## config.mk

```make
export PLATFORM = sky130hd
export DESIGN_NAME = mem_arbiter
export DESIGN_NICKNAME = d
export VERILOG_FILES = /design/src/rtl/mem_arbiter.sv
export SDC_FILE = /design/constraint.sdc
export NUM_CORES = 1
export LEC_CHECK = 0
export CAP_MARGIN = 20
export CORE_ASPECT_RATIO = 2
export CORE_MARGIN = 2
export CORE_UTILIZATION = 37
export CTS_CLUSTER_DIAMETER = 50
export CTS_CLUSTER_SIZE = 12
export DETAILED_ROUTE_END_ITERATION = 12
export GPL_TIMING_DRIVEN = 0
export HOLD_SLACK_MARGIN = 0.08
export PLACE_DENSITY = 0.75
export SLEW_MARGIN = 20
export SYNTH_ARGS = -nofsm -noshare
export SYNTH_HDL_FRONTEND = slang
export SYNTH_SLANG_ARGS = --single-unit
```

## constraint.sdc

```tcl
create_clock -name i_clk -period 1.4 [get_ports i_clk]
set_input_delay 0.28 -clock i_clk [delete_from_list [all_inputs] [get_ports i_clk]]
set_output_delay 0.28 -clock i_clk [all_outputs]
set_load 0.01 [all_outputs]
```

## src/rtl/mem_arbiter.sv

```systemverilog
// rtl/mem_arbiter.sv - two-port (instruction/data) arbiter onto one single-port memory; MEM_ARBITER_RR_EN selects round-robin
module mem_arbiter #(
  parameter int ADDR_W = 32,
  parameter int DATA_W = 32
) (
  input  logic              i_clk,
  input  logic              i_rst,
  input  logic              i_ireq,
  input  logic [ADDR_W-1:0] i_iaddr,
  output logic              o_iack,
  output logic [DATA_W-1:0] o_irdata,
  input  logic              i_dreq,
  input  logic              i_dwen,
  input  logic [ADDR_W-1:0] i_daddr,
  input  logic [DATA_W-1:0] i_dwdata,
  output logic              o_dack,
  output logic [DATA_W-1:0] o_drdata,
  output logic              o_mem_cen,
  output logic              o_mem_wen,
  output logic [ADDR_W-1:0] o_mem_addr,
  output logic [DATA_W-1:0] o_mem_wdata,
  input  logic [DATA_W-1:0] i_mem_rdata,
  output logic              o_busy
);

  localparam logic [1:0] S_IDLE  = 2'd0;
  localparam logic [1:0] S_ISSUE = 2'd1;
  localparam logic [1:0] S_WAIT  = 2'd2;
  localparam logic [1:0] S_DONE  = 2'd3;

  logic [1:0] state;
  logic       grant_d;   // current access belongs to the data port
  logic       lat_wen;   // current access is a write
  logic       win_d;     // data port wins the request sampled this cycle

`ifdef MEM_ARBITER_RR_EN
  logic       last_i;    // last grant went to the instruction port

  // Round-robin: on a tie the port not granted last wins
  always_comb begin
    win_d = i_dreq && (!i_ireq || last_i);
  end
`else
  // Fixed priority: data port wins every tie
  always_comb begin
    win_d = i_dreq;
  end
`endif

  // Access sequencer: IDLE samples requests, ISSUE drives the memory, WAIT captures data, DONE acks
  always_ff @(posedge i_clk) begin
    if (i_rst) begin
      state       <= S_IDLE;
      grant_d     <= 1'b0;
      lat_wen     <= 1'b0;
      o_iack      <= 1'b0;
      o_irdata    <= '0;
      o_dack      <= 1'b0;
      o_drdata    <= '0;
      o_mem_cen   <= 1'b0;
      o_mem_wen   <= 1'b0;
      o_mem_addr  <= '0;
      o_mem_wdata <= '0;
      o_busy      <= 1'b0;
    end else begin
      case (state)
        S_IDLE: begin
          if (i_ireq || i_dreq) begin
            state      <= S_ISSUE;
            o_busy     <= 1'b1;
            grant_d    <= win_d;
            lat_wen    <= win_d && i_dwen;
            o_mem_cen  <= 1'b1;
            o_mem_wen  <= win_d && i_dwen;
            o_mem_addr <= win_d ? i_daddr : i_iaddr;
            // Write data only changes for data grants; it otherwise holds
            if (win_d) begin
              o_mem_wdata <= i_dwdata;
            end
          end
        end
        S_ISSUE: begin
          state     <= S_WAIT;
          o_mem_cen <= 1'b0;
          o_mem_wen <= 1'b0;
        end
        S_WAIT: begin
          state <= S_DONE;
          if (grant_d) begin
            o_drdata <= lat_wen ? '0 : i_mem_rdata;
            o_dack   <= 1'b1;
          end else begin
            o_irdata <= i_mem_rdata;
            o_iack   <= 1'b1;
          end
        end
        default: begin
          state  <= S_IDLE;
          o_busy <= 1'b0;
          o_iack <= 1'b0;
          o_dack <= 1'b0;
        end
      endcase
    end
  end

`ifdef MEM_ARBITER_RR_EN
  // Priority pointer follows every grant; reset makes the first tie go to data
  always_ff @(posedge i_clk) begin
    if (i_rst) begin
      last_i <= 1'b1;
    end else if (state == S_IDLE && (i_ireq || i_dreq)) begin
      last_i <= !win_d;
    end
  end
`endif

endmodule

```

==> summary.txt <==
Clocking
  • H-Tree Depth: 4
  • Hold Buf Count CTS: 0
  • Root Buffer: clkbuf_16
  • Later-pin clock latency in the skew report: 0.42 ns
  • CTS Buf Count: 17
  • # clock sinks: 137
  • Clock-pin transition on the worst setup and hold timing paths: around 0.06 ns
  • CTS max path bufs: 2
  • CTS tree: yes

Hold path
  • Hold Path End: o_mem_wdata[24]
  • Hold depth: 3
  • Worst Hold Launch: i_dwdata[24]
  • Hold WC Path Type: in2reg

Power
  • Pint: roughly 11000 uW
  • Sequential Power Share: 31.2%
  • Leakage: ~0.0041 uW
  • Sw frac: between 30% and 40%
  • Power share of the combinational group: slightly above 40%
  • PwrDens: 1727 nW/um^2
  • Worst VDD drop: 1.052 mV
  • Final Total Pwr: 16430 uW
  • Clock network power share: 28.5%
  • NetSw: 5469 uW

Detailed routing
  • DRC: 0
  • DRT antenna net count: 0
  • Total Wirelength: 18820 um
  • First DRT Iteration DRCs: 190
  • 1st-pass router iterations: 4
  • Drt via density: 4.922
  • Vias: 5542
  • Drt wl/cell: 16.71 um

Floorplan
  • Die area: 16400 sq um
  • Initial core utilization: 37.48%
  • Core ar.: 15130 sq um
  • DIE WIDTH: 91.56 um
  • Die Y-Extent: between 150 and 200 um
  • # rows: 64
  • Num ports: 266

Synth
  • Synth Instances: 622
  • Yosys top cell area share: between 40% and 50%
  • Synth area leader: dfxtp_1
  • Seq/Total Area, Yosys: about half
  • Mapped Avg Cell Area: 9.120 sq um
  • Synth Cell Area: about 5700 sq um
  • FF+latch count, synth: 137
  • Top post-synthesis cells by area: dfxtp_1 48%, nand2_1 11%, a21oi_1 9.0%
  • Synthesized Nets: 761
  • Warnings, synthesis: 0
  • Unique masters post-synth: 32

Worst setup path
  • Crit-path max FO: 8
  • Worst EP arrival: roughly 1.8 ns
  • Flop-to-flop setup slack: -0.02 ns
  • R2R Path End: o_irdata[29]
  • Crit Path Class: reg2reg
  • Reg2reg path depth: 8
  • Crit path cell chain: inv_4, buf_6, ha_4, nor2b_4, buf_12, clkbuf_16, nand2_1, a21oi_2
  • Crit path buf inv count: 4
  • FF-to-FF Start: state[0]
  • CP top delay family: buffers and inverters
  • Startpoint types: flip-flop
  • Peak per-stage delay on the critical path: 0.35 ns
  • Critical path's slowest cell: dfxtp_4
  • CP required: between 1.5 and 2 ns
  • Crit. End Element: flip-flop

Global route
  • Largest net degree at the start of global routing: 17
  • GR Util All Layers: roughly 23%
  • Grt ovf: 0
  • First-pass GRT wire length: 29240 um
  • Initial antenna violation count: 0
  • Vias in the first global route: 5714

Finish
  • Fin nets: between 1000 and 1500
  • Cell area after layout: 9509 sq um
  • Fin cells: 1126
  • Reg area: 2750 sq um
  • Share of post-route cells with drive strength above 1: 18.53%
  • Final Core Density: 62.83%
  • Fillers: 1316
  • Area of the multi-input gates: approximately 2700 sq um
  • Area grow syn2layout: 67.62%
  • # diodes: 0

Timing
  • Max Freq: 703.5 MHz
  • Headroom to the max-slew limit: 52.61%
  • # setup viols final: 1
  • Max Clock Skew: ~0.0083 ns
  • Count of final hold-check violations: 0
  • Max Transition Viols Final: 0
  • Post-route setup slack: -0.02144 ns
  • Crit share post-route: 101.5%
  • Final worst path period need: around 1.4 ns
  • Worst Max-Slew Pin Slew: 0.7109 ns

Outcome
  • Outcome: finished, violations left
  • Violated checks: negative setup slack

Place
  • Post-place instance area: roughly 8600 sq um
  • Placed cells: 1084
  • DP HPWL: 13750 um
  • IO Port Bufs: about 260
  • Gp weighted congestion: 0.7953

Run
  • Max-cap violations: 0
## power groups by stage
stage,clock [uW],combinational (uW),sequential [uW]
floorplan,0,2960,5530
global placement,0,5830,5190
detailed placement,0,5940,5220
CTS,4770,6160,5130
global route,4940,7160,5210
finish,4680,6620,5120
## Yosys cell counts (all sizes together)
| cell type | count |
|---|---|
| a211oi | 32 |
| nor3 | 2 |
| o21ai | 3 |
| clkbuf | 16 |
| mux2i | 33 |
| nor3b | 1 |
| nor2b | 1 |
| nor2 | 41 |
| inv | 3 |
| a21bo | 1 |
| and2 | 1 |
| nand4b | 32 |
| nand3b | 1 |
| o311ai | 1 |
| nand2 | 163 |
| dfxtp | 137 |
| o21a | 1 |
| nand2b | 1 |
| a21oi | 102 |
| buf | 39 |
| nor4bb | 1 |
| o221a | 2 |
| ha | 6 |
| a22oi | 1 |
| nand3 | 1 |
## registers in the layout (all words and copies together) (netlist names), 2 cells and up
register and cells:
o_drdata 32, o_mem_wdata 32, o_mem_addr 32, state 2
o_irdata 32
## worst reg2reg max path, stage by stage, from the launching register on
cell       delay, ns
dfxtp_4         0.35
inv_4           0.08
buf_6           0.10
ha_4            0.15
nor2b_4         0.16
buf_12          0.15
clkbuf_16       0.16
nand2_1         0.08
a21oi_2         0.13
## metrics by stage
step	setup TNS, ns	hold slack, ns	setup WS, ns
6_report	-0.02144	0.4088	-0.02144
5_1_grt	-0.2375	0.3982	-0.04187
4_1_cts	-0.1814	0.3926	-0.03380
3_5_place_dp	-30.69	0.4440	-0.4342
3_3_place_gp	-25.08	0.4386	-0.4116
2_1_floorplan	0	0.4160	0.009459
## layout make-up
| cell class | instances | area share [%] |
|---|---|---|
| repair buffers | 276 | 28.01 |
| clock inverters | 10 | 1.474 |
| multi-input cells | 427 | 28.22 |
| well taps | 198 | 2.605 |
| plain buffers | 54 | 5.539 |
| flip-flops and latches | 137 | 28.92 |
| inverters | 3 | 0.1711 |
| clock buffers | 21 | 5.053 |
## per-layer routing
layer | up-vias | share of wire, % | GRT usage [%]
met1 | 2559 | 40 | 25.30
met4 | 0 | 1.9 | 7.323
met3 | 24 | 9.7 | 9.332
met2 | 250 | 48 | 38.60
li1 | 2709 | - | -
met5 | - | 0 | 0
## cell usage in the layout, fill, tap and decap left out, types with 2 or more instances in the layout
cell             instances
nand4b_1                32
a211oi_1                 2
a21oi_2                  9
o221a_2                  2
o21ai_0                  3
nor3_1                   2
dlygate4sd2_1          134
clkbuf_16               21
mux2i_1                 33
ha_1                     4
inv_6                    2
nor2_1                  12
dfxtp_4                  2
nand2_1                156
buf_2                    8
buf_4                    7
clkdlybuf4s50_1        129
nor2_2                  29
a211oi_2                30
clkinv_2                 2
nand2_4                  2
clkinvlp_4               3
clkbuf_2                 2
buf_6                   18
ha_4                     2
bufinv_16                3
nand2_2                  4
dfxtp_1                135
clkbuf_8                 5
inv_4                    2
clkbuf_1                13
buf_8                    4
a21oi_1                 93
buf_12                   8
## worst max-delay path by stage
stage	from	to	slack, ns	cells past startpoint
6_report	state[0]	o_irdata[29]	-0.02	8
5_1_grt	state[0]	o_irdata[29]	-0.04	8
4_1_cts	state[0]	o_irdata[19]	-0.03	8
3_5_place_dp	i_dreq	o_mem_addr[3]	-0.43	5
3_3_place_gp	i_dreq	o_mem_addr[3]	-0.41	5
2_1_floorplan	state[0]	grant_d	0.009	7
## logic make-up (layout without fill, tap and decap cells)
family | Yosys count | count (layout) | synth area share (%)
AO/OA/AOI/OAI | 143 | 143 | 17.14
adder cells (fa/ha/maj) | 6 | 6 | 1.323
buffers and inverters | 58 | 364 | 6.661
flip-flops | 137 | 137 | 48.35
multiplexers | 33 | 33 | 5.823
AND/OR/NAND/NOR | 245 | 245 | 20.71
## repair_timing
item / CTS / global route
endpoints found under the setup margin: 266 / 95
gates cloned: 2 / 4
gates resized for setup: 192 / 46
setup buffers: 5 / 1
pin swaps: 3 / 4
No activity file was read; power rests on OpenSTA's default activity.
